[src/rtl/axi_lite_pkg.sv]
// rtl/axi_lite_pkg.sv - shared state encoding and AXI4-Lite constants for axi_lite_master
package axi_lite_pkg;

  typedef enum logic [2:0] {
    IDLE   = 3'd0,
    WR     = 3'd1,
    WR_B   = 3'd2,
    RD_A   = 3'd3,
    RD_D   = 3'd4,
    RSP    = 3'd5,
    LOCKED = 3'd6
  } state_t;

  localparam logic [1:0] RESP_OKAY   = 2'b00;
  localparam logic [1:0] RESP_EXOKAY = 2'b01;
  localparam logic [1:0] RESP_SLVERR = 2'b10;
  localparam logic [1:0] RESP_DECERR = 2'b11;

  localparam logic [2:0] PROT_DEFAULT = 3'b000;

endpackage

[src/rtl/axi_lite_master_timeout.sv]
// rtl/axi_lite_master_timeout.sv - wait-state counter flagging a stalled AXI4-Lite transaction
module axi_lite_master_timeout #(
  parameter int TIMEOUT_CYCLES = 1024
) (
  input  logic clk,
  input  logic rst_n,
  input  logic restart,
  input  logic busy,
  output logic expired
);

  localparam int CNT_W = $clog2(TIMEOUT_CYCLES + 1);

  logic [CNT_W-1:0] cnt;

  // Saturates so a masked expiry can never wrap back into a false window.
  always_ff @(posedge clk or negedge rst_n) begin
    if (!rst_n) begin
      cnt <= '0;
    end else if (restart) begin
      cnt <= '0;
    end else if (busy && cnt != CNT_W'(TIMEOUT_CYCLES)) begin
      cnt <= cnt + 1'b1;
    end
  end

  assign expired = busy && (cnt == CNT_W'(TIMEOUT_CYCLES - 1));

endmodule

[src/rtl/axi_lite_master.sv]
// rtl/axi_lite_master.sv - single-outstanding AXI4-Lite initiator; AXI_MASTER_TIMEOUT_EN adds a response timeout
module axi_lite_master
  import axi_lite_pkg::*;
#(
  parameter int C_M_AXI_ADDR_WIDTH = 4,
  parameter int TIMEOUT_CYCLES     = 1024
) (
  input  logic                          s_axi_aclk,
  input  logic                          s_axi_aresetn,
  input  logic                          cmd_valid,
  output logic                          cmd_ready,
  input  logic                          cmd_write,
  input  logic [C_M_AXI_ADDR_WIDTH-1:0] cmd_addr,
  input  logic [31:0]                   cmd_wdata,
  input  logic [3:0]                    cmd_wstrb,
  output logic                          rsp_valid,
  input  logic                          rsp_ready,
  output logic [31:0]                   rsp_rdata,
  output logic [1:0]                    rsp_resp,
  output logic                          m_axi_awvalid,
  input  logic                          m_axi_awready,
  output logic [C_M_AXI_ADDR_WIDTH-1:0] m_axi_awaddr,
  output logic [2:0]                    m_axi_awprot,
  output logic                          m_axi_wvalid,
  input  logic                          m_axi_wready,
  output logic [31:0]                   m_axi_wdata,
  output logic [3:0]                    m_axi_wstrb,
  input  logic                          m_axi_bvalid,
  output logic                          m_axi_bready,
  input  logic [1:0]                    m_axi_bresp,
  output logic                          m_axi_arvalid,
  input  logic                          m_axi_arready,
  output logic [C_M_AXI_ADDR_WIDTH-1:0] m_axi_araddr,
  output logic [2:0]                    m_axi_arprot,
  input  logic                          m_axi_rvalid,
  output logic                          m_axi_rready,
  input  logic [31:0]                   m_axi_rdata,
  input  logic [1:0]                    m_axi_rresp
`ifdef AXI_MASTER_TIMEOUT_EN
  ,
  output logic                          timeout_err
`endif
);

  state_t                        state;
  logic [C_M_AXI_ADDR_WIDTH-1:0] addr_q;
  logic [31:0]                   wdata_q;
  logic [3:0]                    wstrb_q;
  logic                          aw_done;
  logic                          w_done;
  logic                          accept;
  logic                          aw_fin;
  logic                          w_fin;

  assign accept = cmd_valid & cmd_ready;
  assign aw_fin = aw_done | (m_axi_awvalid & m_axi_awready);
  assign w_fin  = w_done  | (m_axi_wvalid  & m_axi_wready);

  // AXI payloads come only from the command registers, never from cmd_*.
  assign m_axi_awaddr = addr_q;
  assign m_axi_araddr = addr_q;
  assign m_axi_wdata  = wdata_q;
  assign m_axi_wstrb  = wstrb_q;
  assign m_axi_awprot = PROT_DEFAULT;
  assign m_axi_arprot = PROT_DEFAULT;

`ifdef AXI_MASTER_TIMEOUT_EN
  logic busy;
  logic progress;
  logic restart;
  logic expired;

  assign busy = (state == WR) || (state == WR_B) || (state == RD_A) || (state == RD_D);

  assign progress = ((state == WR)   && aw_fin && w_fin) ||
                    ((state == WR_B) && m_axi_bvalid)    ||
                    ((state == RD_A) && m_axi_arready)   ||
                    ((state == RD_D) && m_axi_rvalid);

  assign restart = accept ||
                   ((state == WR)   && aw_fin && w_fin) ||
                   ((state == RD_A) && m_axi_arready);

  axi_lite_master_timeout #(
    .TIMEOUT_CYCLES(TIMEOUT_CYCLES)
  ) u_timeout (
    .clk     (s_axi_aclk),
    .rst_n   (s_axi_aresetn),
    .restart (restart),
    .busy    (busy),
    .expired (expired)
  );
`else
  logic unused_timeout_cfg;
  assign unused_timeout_cfg = (TIMEOUT_CYCLES == 0);
`endif

  always_ff @(posedge s_axi_aclk or negedge s_axi_aresetn) begin
    if (!s_axi_aresetn) begin
      state         <= IDLE;
      cmd_ready     <= 1'b1;
      addr_q        <= '0;
      wdata_q       <= '0;
      wstrb_q       <= '0;
      aw_done       <= 1'b0;
      w_done        <= 1'b0;
      m_axi_awvalid <= 1'b0;
      m_axi_wvalid  <= 1'b0;
      m_axi_bready  <= 1'b0;
      m_axi_arvalid <= 1'b0;
      m_axi_rready  <= 1'b0;
      rsp_valid     <= 1'b0;
      rsp_rdata     <= '0;
      rsp_resp      <= '0;
`ifdef AXI_MASTER_TIMEOUT_EN
      timeout_err   <= 1'b0;
`endif
    end else begin
      case (state)
        IDLE: begin
          if (accept) begin
            cmd_ready <= 1'b0;
            addr_q    <= cmd_addr;
            wdata_q   <= cmd_wdata;
            wstrb_q   <= cmd_wstrb;
            if (cmd_write) begin
              m_axi_awvalid <= 1'b1;
              m_axi_wvalid  <= 1'b1;
              state         <= WR;
            end else begin
              m_axi_arvalid <= 1'b1;
              state         <= RD_A;
            end
          end
        end
        WR: begin
          if (m_axi_awvalid && m_axi_awready) begin
            m_axi_awvalid <= 1'b0;
            aw_done       <= 1'b1;
          end
          if (m_axi_wvalid && m_axi_wready) begin
            m_axi_wvalid <= 1'b0;
            w_done       <= 1'b1;
          end
          if (aw_fin && w_fin) begin
            aw_done      <= 1'b0;
            w_done       <= 1'b0;
            m_axi_bready <= 1'b1;
            state        <= WR_B;
          end
        end
        WR_B: begin
          if (m_axi_bvalid) begin
            m_axi_bready <= 1'b0;
            rsp_resp     <= m_axi_bresp;
            rsp_rdata    <= '0;
            rsp_valid    <= 1'b1;
            state        <= RSP;
          end
        end
        RD_A: begin
          if (m_axi_arready) begin
            m_axi_arvalid <= 1'b0;
            m_axi_rready  <= 1'b1;
            state         <= RD_D;
          end
        end
        RD_D: begin
          if (m_axi_rvalid) begin
            m_axi_rready <= 1'b0;
            rsp_rdata    <= m_axi_rdata;
            rsp_resp     <= m_axi_rresp;
            rsp_valid    <= 1'b1;
            state        <= RSP;
          end
        end
        RSP: begin
          if (rsp_ready) begin
            rsp_valid <= 1'b0;
`ifdef AXI_MASTER_TIMEOUT_EN
            if (timeout_err) begin
              addr_q  <= '0;
              wdata_q <= '0;
              wstrb_q <= '0;
              state   <= LOCKED;
            end else begin
              cmd_ready <= 1'b1;
              state     <= IDLE;
            end
`else
            cmd_ready <= 1'b1;
            state     <= IDLE;
`endif
          end
        end
`ifdef AXI_MASTER_TIMEOUT_EN
        LOCKED: begin
          state <= LOCKED;
        end
`endif
        default: begin
          cmd_ready <= 1'b1;
          state     <= IDLE;
        end
      endcase

`ifdef AXI_MASTER_TIMEOUT_EN
      // A handshake landing on the expiry cycle wins over the timeout.
      if (expired && !progress) begin
        m_axi_awvalid <= 1'b0;
        m_axi_wvalid  <= 1'b0;
        m_axi_bready  <= 1'b0;
        m_axi_arvalid <= 1'b0;
        m_axi_rready  <= 1'b0;
        aw_done       <= 1'b0;
        w_done        <= 1'b0;
        rsp_resp      <= RESP_SLVERR;
        rsp_rdata     <= '0;
        rsp_valid     <= 1'b1;
        timeout_err   <= 1'b1;
        state         <= RSP;
      end
`endif
    end
  end

endmodule

[config.mk]
export PLATFORM = sky130hd
export DESIGN_NAME = axi_lite_master
export DESIGN_NICKNAME = d
export VERILOG_FILES = /design/src/rtl/axi_lite_pkg.sv /design/src/rtl/axi_lite_master_timeout.sv /design/src/rtl/axi_lite_master.sv
export SDC_FILE = /design/constraint.sdc
export NUM_CORES = 1
export LEC_CHECK = 0
export ABC_CLOCK_PERIOD_IN_PS = 2100
export CAP_MARGIN = 20
export CELL_PAD_IN_SITES_DETAIL_PLACEMENT = 0
export CELL_PAD_IN_SITES_GLOBAL_PLACEMENT = 1
export CORE_ASPECT_RATIO = 0.7
export CORE_MARGIN = 1
export CORE_UTILIZATION = 30
export CTS_CLUSTER_SIZE = 25
export DETAILED_ROUTE_END_ITERATION = 6
export PLACE_DENSITY_LB_ADDON = 0.1
export SLEW_MARGIN = 10
export SYNTH_ARGS = -nofsm -noshare
export SYNTH_HDL_FRONTEND = slang
export SYNTH_SLANG_ARGS = --single-unit
[constraint.sdc]
create_clock -name s_axi_aclk -period 2.1 [get_ports s_axi_aclk]
set_input_delay 0.525 -clock s_axi_aclk [delete_from_list [all_inputs] [get_ports s_axi_aclk]]
set_output_delay 0.525 -clock s_axi_aclk [all_outputs]
set_load 0.005 [all_outputs]
-- Word-level counts from Yosys, hierarchy flattened
Index checks and enable logic that the tools add are counted.
- memories kept: 0
- bits in writable memories: 0
- word-level logic and storage cells: 102
- flip-flop bits (word level): 86
- bits in latches: 0
- output and inout port bits: 91
- memory bits (read-only): 0
- input bits: 86
- multipliers: 0
- reduce and logical (&&, ||, !) cells: 25
- eq/ne operators: 15
- shifts and indexed selects: 0
- add/subtract/negate cells: 0
- div/mod/pow operators: 0
- bitwise gates (word level): 6
- order comparisons: 0
- mux-type cells: 41
- operator list (kind ; count):
    $mux W32 ; 2
    $pmux W32 S2 ; 1
    $mux W1 ; 20
    $ne A2 B2 Y1 const B ; 10
    $mux W3 ; 6
    $pmux W3 S6 ; 1
    $reduce_and A4 Y1 ; 4
    $reduce_bool A2 Y1 ; 7
    $reduce_and A3 Y1 ; 4
    $pmux W1 S2 ; 5
    $eq A3 B2 Y1 const B ; 2
    $eq A3 B3 Y1 const B ; 2
    $mux W2 ; 3
    $pmux W1 S3 ; 2
    $reduce_and A2 Y1 ; 3
    $reduce_and A6 Y1 ; 1
    $pmux W2 S2 ; 1
    $reduce_or A4 Y1 ; 1
    $and A1 B1 Y1 ; 3
    $eq A3 B1 Y1 const B ; 1
    $logic_and A1 B1 Y1 ; 3
    $logic_not A3 Y1 ; 1
    $reduce_bool A3 Y1 ; 1
    $or A1 B1 Y1 ; 2
    $not A1 Y1 ; 1

-- Logic depth before layout (Yosys ltp)
- depth in word-level cells: 5
- mapped depth: 6
- depth with buffers taken out: 4

-- Least setup slack after synthesis
OpenSTA, ideal clock, no wires.
- path type: input -> register
- from: input port m_axi_rvalid
- to: register rsp_resp[0]
- arrival time: 1.594 ns
- path buffers: 0
- slack: 0.381 ns
- data required time: 1.975 ns
- stages: 4
- setup time: 0.125 ns
- path through: or4b_1 o31a_2 o21ai_4 mux2_2
- longest elaborated chain between the ends: 2
- RTL lines (element ; RTL line ; source):
    start: declaration ; axi_lite_master.sv:35 ; input logic m_axi_rvalid,
    $ne A2 B2 Y1 (no line) ; - ;
    $reduce_and A3 Y1 (no line) ; - ;
    end signal: assignment ; axi_lite_master.sv:155 ; rsp_resp <= m_axi_bresp;
    end signal: assignment ; axi_lite_master.sv:172 ; rsp_resp <= m_axi_rresp;
    end: declaration ; axi_lite_master.sv:19 ; output logic [1:0] rsp_resp,
Every way passes these cells.
A chain may end at the register's enable or synchronous reset.

-- Worst setup path in the final report
- from: register cmd_ready
- to: output port cmd_ready
- RTL lines (element ; RTL line ; source):
    start: declaration ; axi_lite_master.sv:11 ; output logic cmd_ready,
    start signal: assignment ; axi_lite_master.sv:101 ; cmd_ready <= 1'b1;
    start signal: assignment ; axi_lite_master.sv:122 ; cmd_ready <= 1'b0;
    start signal: assignment ; axi_lite_master.sv:191 ; cmd_ready <= 1'b1;
No word-level cell between the ends.

==> impl_metrics.py <==
metrics = {
    "global_routing": {
        "antenna_found_initial": 0,
        "grt-ovfl-total": 0,
        "grt_max_degree": 33,
        "grt_use_total_pct": 15.4,
        "grt_pass1_wl_mm": 13.9,
        "grt_pass1_vias": 2540,
    },
    "clocking": {
        "clockBufferDepth": 2,
        "clkLatencyLatePin_ns": 0.33,
        "cts_buffers": 9,
        "post_cts_buffers": 0,
        "tritoncts": "yes",
        "ctsResizeCount": 0,
        "htree_levels": 3,
        "root_buffer": "clkbuf_16",
        "cts.reportedPaths.clkPinSlew_ns": 0.06,
        "cts.sinks": 86,
        "cts_hold_buf": 0,
    },
    "setup_path": {
        "slowest_delay_ns": 0.57,
        "cp.depth": 1,
        "crit_buf_inv": 1,
        "reg2reg_from": "state[1]",
        "cp_cell_sequence": "clkdlybuf4s50_1",
        "start_kind": "flop",
        "ff2ff_path_depth": 5,
        "end_kind": "output port",
        "crit_fanout": 5,
        "crit_family": "flip-flops",
        "critPathArrivalTime_ns": 1.41,
        "crit_type": "reg -> out",
        "crit_slowest_cell": "dfstp_2",
        "crit_path_start": "cmd_ready",
        "required_ns": 1.57,
    },
    "sta": {
        "fin_skew_ns": 0.00479,
        "whs_ns": 0.148,
        "slew_viol_final": 0,
        "max_clock_freq_mhz": 518,
        "fin_crit_sh_pct": 92.0,
        "rsz0062_at_grt": "no",
        "setup_viol": 0,
        "min_period_ns": 1.93,
        "finalHoldViolCount": 0,
    },
    "synthesis": {
        "synth_area_mm2": 0.00347,
        "synth_top_area_share_pct": 61.2,
        "avgSynthCellArea_um2": 13.8,
        "yosysSeqAreaShare_pct": 62.0,
        "synth_top_area_cell": "dfrtp_1",
        "ys_warn_count": 0,
        "post_synth_num_cell_types": 33,
        "synthTopCellsByArea": "dfrtp_1 61%, mux2_2 14%, a22o_1 8.3%",
        "ys_ff_latch": 86,
        "synthCells": 251,
    },
    "drt": {
        "wl_per_cell_um": 15.3,
        "drt_iter0_markers": 109,
        "remaining_drc_errors": 0,
        "num_vias": 2567,
        "totalWireLength_mm": 8.91,
        "routed_via_density": 4.40,
        "first_pass_iters": 4,
        "ant_nets": 0,
    },
    "die": {
        "ios": 177,
        "die-area_mm2": 0.0120,
        "die_y_um": 92.0,
        "start_util_pct": 31.2,
        "die_w_um": 131,
        "core_area_mm2": 0.0111,
        "rows": 32,
    },
    "layout": {
        "finalNonFillerCells": 584,
        "layout_common_cells": "169 x clkdlybuf4s50_1, 85 x dfrtp_1, 44 x mux2_2, 33 x a22o_1, 12 x nand2_1",
        "areaGrowthSynthToFinish_pct": 64.1,
        "nets": 513,
        "final_common_cell": "clkdlybuf4s50_1",
        "n_antenna_cell": 0,
        "layout-drive-gt1-share_pct": 18.3,
        "final_util_pct": 51.2,
    },
    "pwr": {
        "power_density_mw_per_mm2": 1400,
        "total_power_w": 0.00798,
        "ir_drop_v": 0.000621,
        "p_leak_nw": 2.47,
    },
    "placement": {
        "place_inst": 569,
        "dp_hpwl_mm": 6.53,
        "io_buffers": 170,
        "routabilityCongestion": 0.727,
    },
    "job": {
        "cap_violations": 0,
    },
    "status": {
        "status": "finished, final reports clean",
    },
    "worst_hold_path": {
        "hold_class": "in -> async",
    },
}
[path summary, 6_finish.rpt]
check | to | slack, ns
setup / recovery | cmd_ready | 0.17
hold / removal | m_axi_bready | 0.15
setup reg to reg | rsp_rdata[20] | 0.35
hold reg to reg | aw_done | 0.49
max in group asynchronous | cmd_ready | 1.38
min in group s_axi_aclk | aw_done | 0.49
[power by group]
group | internal (W) | total (W) | leakage (nW) | switching (W)
Clock | 0.00110 | 0.00172 | 0.155 | 0.000617
Sequential | 0.00243 | 0.00288 | 1.10 | 0.000449
Combinational | 0.00223 | 0.00338 | 1.22 | 0.00114
[state kept, by name, indices dropped and copies added, names as in the netlist]
register	count
w_done	1
m_axi_rready	1
rsp_resp	2
aw_done	1
rsp_rdata	32
m_axi_bready	1
m_axi_araddr	4
cmd_ready	1
m_axi_wstrb	4
m_axi_wvalid	1
m_axi_wdata	32
m_axi_awvalid	1
state	3
rsp_valid	1
m_axi_arvalid	1
[cell usage after synthesis (all sizes together)]
cell type,count
and2,2
and3,1
conb,1
o22a,1
nor2,9
o31a,1
nand2b,2
o2111ai,1
dfstp,1
a22o,33
dfrtp,85
and3b,1
nor2b,1
mux2i,1
nand2,12
nand4b,1
a21oi,8
o221ai,1
nor3b,1
o21ai,10
mux2,45
or4b,1
a211oi,1
a31oi,3
inv,4
clkbuf,4
buf,20
[cell type report]
cell class | count | area (um^2)
clock buffers | 12 | 256
clock inverters | 3 | 67.6
fillers | 1011 | 5430
inverters | 4 | 15.0
multi-input cells | 142 | 1160
flip-flops and latches | 86 | 2150
well taps | 153 | 191
repair buffers | 184 | 1850
[metrics by stage]
step | area [um^2] | TNS [ns] | setup slack (ns)
floorplan | 3490 | 0 | 0.381
global placement | 5380 | -3.84 | -0.126
detailed placement | 5380 | -4.56 | -0.149
CTS | 5700 | 0 | 0.142
global route | 5700 | 0 | 0.125
finish | 5700 | 0 | 0.168
[metal layers]
layer	GRT usage [%]	vias up	routed length [um]
li1	-	1238	-
met1	22.1	1211	4350
met2	20.4	112	3530
met3	7.18	6	951
met4	4.02	0	88
met5	0	-	0
[kinds of logic after synthesis]
family                 Yosys count  synth area share, %
AOI/OAI and AO/OA               59                 13.2
and+or+nand+nor                 31                 4.75
buffers and inverters           28                 5.08
DFF                             86                 62.0
other                            1                0.108
muxes                           46                 14.9
Power figures use the tool's default switching activity.
